### src/rtl/simd_pkg.sv
// simd_pkg: shared SIMD datapath width, lane-mode codes, lanes-per-mode helper and default tag width
package simd_pkg;
  localparam int SIMD_WIDTH = 256;
  localparam int TAG_W_DEF = 5;
  localparam logic [2:0] MODE_8 = 3'd0;
  localparam logic [2:0] MODE_16 = 3'd1;
  localparam logic [2:0] MODE_32 = 3'd2;
  localparam logic [2:0] MODE_64 = 3'd3;
  localparam logic [2:0] MODE_128 = 3'd4;
  localparam logic [2:0] MODE_256 = 3'd5;
  function automatic int lanes_for_mode(input logic [2:0] mode);
    return (mode >= MODE_256) ? 1 : (32 >> mode);
  endfunction
endpackage

### src/rtl/simd_zero_mask.sv
// simd_zero_mask: per-lane zero flags and whole-word zero flag of a lane-partitioned result
// Ports: result_i (256b), mode_i (lane width code) -> mask_o (bit i = lane i zero, unused bits 0), all_zero_o
module simd_zero_mask
  import simd_pkg::*;
(
  input  logic [SIMD_WIDTH-1:0] result_i,
  input  logic [2:0]            mode_i,
  output logic [31:0]           mask_o,
  output logic                  all_zero_o
);
  logic [31:0] z8;
  logic [15:0] z16;
  logic [7:0]  z32;
  logic [3:0]  z64;
  logic [1:0]  z128;
  for (genvar i = 0; i < 32; i++) assign z8[i] = ~|result_i[8*i +: 8];
  for (genvar i = 0; i < 16; i++) assign z16[i] = ~|result_i[16*i +: 16];
  for (genvar i = 0; i < 8; i++) assign z32[i] = ~|result_i[32*i +: 32];
  for (genvar i = 0; i < 4; i++) assign z64[i] = ~|result_i[64*i +: 64];
  for (genvar i = 0; i < 2; i++) assign z128[i] = ~|result_i[128*i +: 128];
  assign all_zero_o = ~|result_i;
  // Codes above MODE_128 all mean a single 256b lane.
  always_comb begin
    mask_o = (mode_i == MODE_8)   ? z8 :
             (mode_i == MODE_16)  ? {16'b0, z16} :
             (mode_i == MODE_32)  ? {24'b0, z32} :
             (mode_i == MODE_64)  ? {28'b0, z64} :
             (mode_i == MODE_128) ? {30'b0, z128} : {31'b0, all_zero_o};
  end
endmodule

### src/rtl/simd_result_stage.sv
// simd_result_stage: FIFO buffer between the SIMD add/sub unit and writeback, with per-lane zero flags
// Ports: clk, rst_n (sync active-low); in_valid/in_ready/in_result/in_data_mode/in_tag upstream;
//        out_valid/out_ready/out_result/out_data_mode/out_tag/out_zero_mask/out_all_zero downstream; count occupancy.
// Macro SIMD_RES_ZERO_FLAGS_EN enables flag computation/storage; otherwise flags are tied to 0.
module simd_result_stage
  import simd_pkg::*;
#(
  parameter int DEPTH = 2,
  parameter int TAG_W = TAG_W_DEF
) (
  input  logic                       clk,
  input  logic                       rst_n,
  input  logic                       in_valid,
  output logic                       in_ready,
  input  logic [SIMD_WIDTH-1:0]      in_result,
  input  logic [2:0]                 in_data_mode,
  input  logic [TAG_W-1:0]           in_tag,
  output logic                       out_valid,
  input  logic                       out_ready,
  output logic [SIMD_WIDTH-1:0]      out_result,
  output logic [2:0]                 out_data_mode,
  output logic [TAG_W-1:0]           out_tag,
  output logic [31:0]                out_zero_mask,
  output logic                       out_all_zero,
  output logic [$clog2(DEPTH):0]     count
);
  localparam int AW = $clog2(DEPTH);
  localparam int CW = AW + 1;
  logic [SIMD_WIDTH-1:0] res_q [DEPTH];
  logic [2:0]            mode_q [DEPTH];
  logic [TAG_W-1:0]      tag_q [DEPTH];
  logic [AW-1:0]         wr_ptr_q, wr_ptr_d, rd_ptr_q, rd_ptr_d;
  logic [CW-1:0]         count_q, count_d;
  logic                  push, pop;
  assign in_ready = count_q != CW'(DEPTH);
  assign out_valid = count_q != '0;
  assign push = in_valid && in_ready;
  assign pop = out_valid && out_ready;
  assign count = count_q;
  assign out_result = res_q[rd_ptr_q];
  assign out_data_mode = mode_q[rd_ptr_q];
  assign out_tag = tag_q[rd_ptr_q];
  // DEPTH is a power of two, so pointer wrap is natural overflow.
  always_comb begin
    wr_ptr_d = push ? wr_ptr_q + AW'(1) : wr_ptr_q;
    rd_ptr_d = pop ? rd_ptr_q + AW'(1) : rd_ptr_q;
    count_d = count_q + CW'(push) - CW'(pop);
  end
  always_ff @(posedge clk) begin
    if (!rst_n) begin
      wr_ptr_q <= '0;
      rd_ptr_q <= '0;
      count_q <= '0;
    end else begin
      wr_ptr_q <= wr_ptr_d;
      rd_ptr_q <= rd_ptr_d;
      count_q <= count_d;
    end
  end
  always_ff @(posedge clk) begin
    if (push) begin
      res_q[wr_ptr_q] <= in_result;
      mode_q[wr_ptr_q] <= in_data_mode;
      tag_q[wr_ptr_q] <= in_tag;
    end
  end
`ifdef SIMD_RES_ZERO_FLAGS_EN
  logic [31:0] mask_q [DEPTH];
  logic        az_q [DEPTH];
  logic [31:0] in_mask;
  logic        in_az;
  simd_zero_mask u_zero_mask (
    .result_i   (in_result),
    .mode_i     (in_data_mode),
    .mask_o     (in_mask),
    .all_zero_o (in_az)
  );
  always_ff @(posedge clk) begin
    if (push) begin
      mask_q[wr_ptr_q] <= in_mask;
      az_q[wr_ptr_q] <= in_az;
    end
  end
  // Gated by out_valid so stale storage never shows flags while empty or after reset.
  assign out_zero_mask = out_valid ? mask_q[rd_ptr_q] : '0;
  assign out_all_zero = out_valid && az_q[rd_ptr_q];
`else
  assign out_zero_mask = '0;
  assign out_all_zero = 1'b0;
`endif
endmodule

### config.mk
export PLATFORM = sky130hd
export DESIGN_NAME = simd_result_stage
export DESIGN_NICKNAME = d
export VERILOG_FILES = /design/src/rtl/simd_pkg.sv /design/src/rtl/simd_zero_mask.sv /design/src/rtl/simd_result_stage.sv
export SDC_FILE = /design/constraint.sdc
export NUM_CORES = 1
export LEC_CHECK = 0
export BUFFER_PORTS_ARGS = -buffer_cell sky130_fd_sc_hd__clkbuf_2
export CORE_MARGIN = 4
export CORE_UTILIZATION = 35
export DETAILED_ROUTE_END_ITERATION = 6
export PLACE_DENSITY = 0.57
export REMOVE_ABC_BUFFERS = 1
export SYNTH_ARGS = -nofsm -noshare
export SYNTH_HDL_FRONTEND = slang
export SYNTH_SLANG_ARGS = --single-unit
### constraint.sdc
create_clock -name clk -period 11.4 [get_ports clk]
set_clock_uncertainty 0.15 [all_clocks]
set_input_delay 2.28 -clock clk [delete_from_list [all_inputs] [get_ports clk]]
set_output_delay 2.28 -clock clk [all_outputs]
set_load 0.005 [all_outputs]
==> flow_summary_export.csv <==
group,metric,value,unit
status,outcome,"completed",
critical_path,ff2ff_setup_slack,8.07,ns
flow_run,cap_violations,0,
cts,clockBufferDepth,3,
logic_synthesis,yosysUniqueCellTypes,26,
critical_path,crit_arrival,3.56,ns
routing,wl_per_cell,20.2,um
cts,cts_tree,"built",
critical_path,cp_max_fo,70,
global_routing,grt_util_all_layers,14.4,%
placed_design,placed_area,0.0229,mm^2
routing,drc_errors,0,
power,p_leak,9.21,nW
power,power_frac_seq,48.9,%
global_routing,grt_max_degree,134,
critical_path,r2r_cells,4,
critical_path,crit_top_cell,"buf_4",
global_routing,antenna_found_initial,1,
timing,worst_slew_pin_slew,1.05,ns
critical_path,required,8.97,ns
floorplan,die_y,245,um
routing,drt-total-wl,45300,um
logic_synthesis,synth_ff_type,"edfxtp_1",
critical_path,critPathSlowestCell,"dfxtp_4",
logic_synthesis,synth_common_cells,"edfxtp_1, mux2_2, buf_4",
cts,clk_pin_slew,0.06,ns
cts,htree_levels,2,
timing,rsz0062_at_grt,"no",
logic_synthesis,synth_area_leaders,"edfxtp_1, mux2_2, buf_4",
timing,hold_viol_final,0,
power,internal_power,3.80,mW
floorplan,die-area,0.0602,mm^2
global_routing,grt.overflow.total,0,
placed_design,placed_cells,2147,
timing,tns,0,ns
logic_synthesis,syn_inst,884,
critical_path,cp-end-kind,"primary output",
finish,drive_above_1_share,59.5,%
logic_synthesis,yosysMostFrequentCell,"edfxtp_1",
finish,fin_nets,1726,
critical_path,crit_end,"out_result[201]",
placed_design,gp_congestion,0.817,
floorplan,start_util,35.6,%
timing,slew_viol_final,0,
timing,finalHoldWorstSlack,0.438,ns
timing,finalCriticalPeriod,5.99,ns
logic_synthesis,synth-edff-count,528,
critical_path,timing.rr.start,"count[0]",
timing,relSlewSlack,29.7,%
logic_synthesis,synth_seq_area_share,81.0,%
placed_design,dp_slack,5.96,ns
logic_synthesis,synthArstFlopShare,0,%
routing,ant_nets,0,
global_routing,grt_pass1_wl,65500,um
critical_path,r2r_end,"res_q[0][237]",
finish,final_cell_area,0.0246,mm^2
logic_synthesis,yosysWarnings,0,
logic_synthesis,synth.avg_cell_area,22.3,um^2
timing,layout_setup_ws,5.41,ns
routing,vias,9944,
routing,vias_per_cell,4.43,
finish,instances_no_fill,2245,
timing,finalCritPeriodShare,52.5,%
power,peakVddDrop,0.151,mV
finish,fin_util,44.4,%
logic_synthesis,synth_top_area_cell,"edfxtp_1",
timing,setup_viol,0,
critical_path,crit_path_max_incr_delay,0.97,ns
power,pwr-share-comb,18.0,%
cts,cts.sinks,533,
cts,clk_latency,0.57,ns
routing,dr.pass1.iters,5,
finish,fill_cells,4933,
critical_path,path_cells,"buf_4 > buf_4 > mux2_2 > clkbuf_2",
placed_design,dp_hpwl,31700,um
logic_synthesis,synth.ff_latch_count,533,
power,power_density,205,mW/mm^2
logic_synthesis,yosysTopAreaCellShare,80.4,%
worst_hold_path,hold_class,"reg -> reg",
floorplan,die_w,245,um
placed_design,numPortBuffers,535,
logic_synthesis,synth_area,0.0197,mm^2
floorplan,coreArea,0.0554,mm^2
cts,numCtsBuffers,56,
routing,drtIter0Drc,414,
cts,cts.repair.resized,0,
cts,root_buffer,"clkbuf_16",
power,power_frac_clock,33.1,%
global_routing,grt_pass1_vias,10700,
power,power.switching,1.24,mW
floorplan,io_pins,569,
power,power,5.04,mW
critical_path,start_kind,"register",
power,switching_share,24.7,%
critical_path,crit_type,"reg -> out",
finish,syn_to_final_growth,24.8,%
cts,cts_hold_buf,0,
cts,cts_setup_buffers,0,
timing,fmax,167,MHz
floorplan,num_rows,86,
==> worst max-delay path, delay by kind of cell, from the launching register on <==
kind	cells	cell delay, ns
muxes	1	0.43
DFF	1	0.97
buffers and inverters	3	1.45
==> how the worst min path moves through the flow <==
stage / from / end / slack, ns / depth (start not counted)
4_1_cts: rd_ptr_q / register / 0.44 / 2
5_1_grt: rd_ptr_q / register / 0.46 / 2
3_3_place_gp: rd_ptr_q / rd_ptr_q / 0.42 / 2
6_report: rd_ptr_q / register / 0.44 / 2
3_5_place_dp: rd_ptr_q / register / 0.42 / 2
2_1_floorplan: wr_ptr_q / wr_ptr_q / 0.38 / 2
==> layer usage <==
| layer | part of all wire (%) | vias up | global-route usage [%] |
|---|---|---|---|
| met5 | 0 | - | 0 |
| met3 | 9.4 | 74 | 5.58 |
| met2 | 52 | 360 | 25.5 |
| met1 | 36 | 4930 | 16.0 |
| li1 | - | 4580 | - |
| met4 | 2.6 | 0 | 4.53 |
==> power groups by stage <==
stage / Combinational [mW] / Clock (mW) / Sequential (mW)
2_1_floorplan: 0.540 / 0 / 2.58
3_3_place_gp: 0.926 / 0 / 2.50
6_report: 0.909 / 1.67 / 2.46
3_5_place_dp: 0.934 / 0 / 2.51
4_1_cts: 0.939 / 1.73 / 2.47
5_1_grt: 0.993 / 1.81 / 2.48
==> cell families (layout without fill, tap and decap cells) <==
group	after synthesis	in the layout	synth area share, %
and+or+nand+nor	13	13	0.425
DFF	533	533	81.0
adders and majority gates	1	1	0.0635
other	1	34	0.0190
xor gates and xnor gates	1	1	0.0444
muxes	265	265	15.1
buffers and inverters	63	643	3.09
AOI/OAI and AO/OA	7	7	0.273
==> registers in the layout, summed over array words and instances, names as in the netlist, named ones only <==
signal    flops
wr_ptr_q      1
res_q       512
mode_q        6
tag_q        10
count         2
rd_ptr_q      1
==> cell type report <==
class / instances / area [um^2] / area share, %
clock inverters: 26 / 190 / 0.773
multi-input cells: 320 / 3270 / 13.3
well taps: 748 / 936 / 3.80
clock buffers: 71 / 1480 / 6.01
diodes: 1 / 2.50 / 0.0102
flip-flops and latches: 533 / 16000 / 64.9
repair buffers: 545 / 2750 / 11.2
inverters: 1 / 11.3 / 0.0458
==> cell usage in the layout, fill, tap and decap left out, types with 2 or more instances in the layout <==
cell type,n
clkbuf_2,535
edfxtp_1,528
mux2_2,264
clkbuf_16,57
conb_1,33
clkbuf_1,14
clkinv_1,10
buf_4,10
clkinv_2,8
dfxtp_1,4
and2_1,3
o21ai_0,2
nor2_1,2
inv_8,2
a21bo_2,2
clkinv_4,2
bufinv_16,2
clkinvlp_4,2
Power figures use the tool's default switching activity.
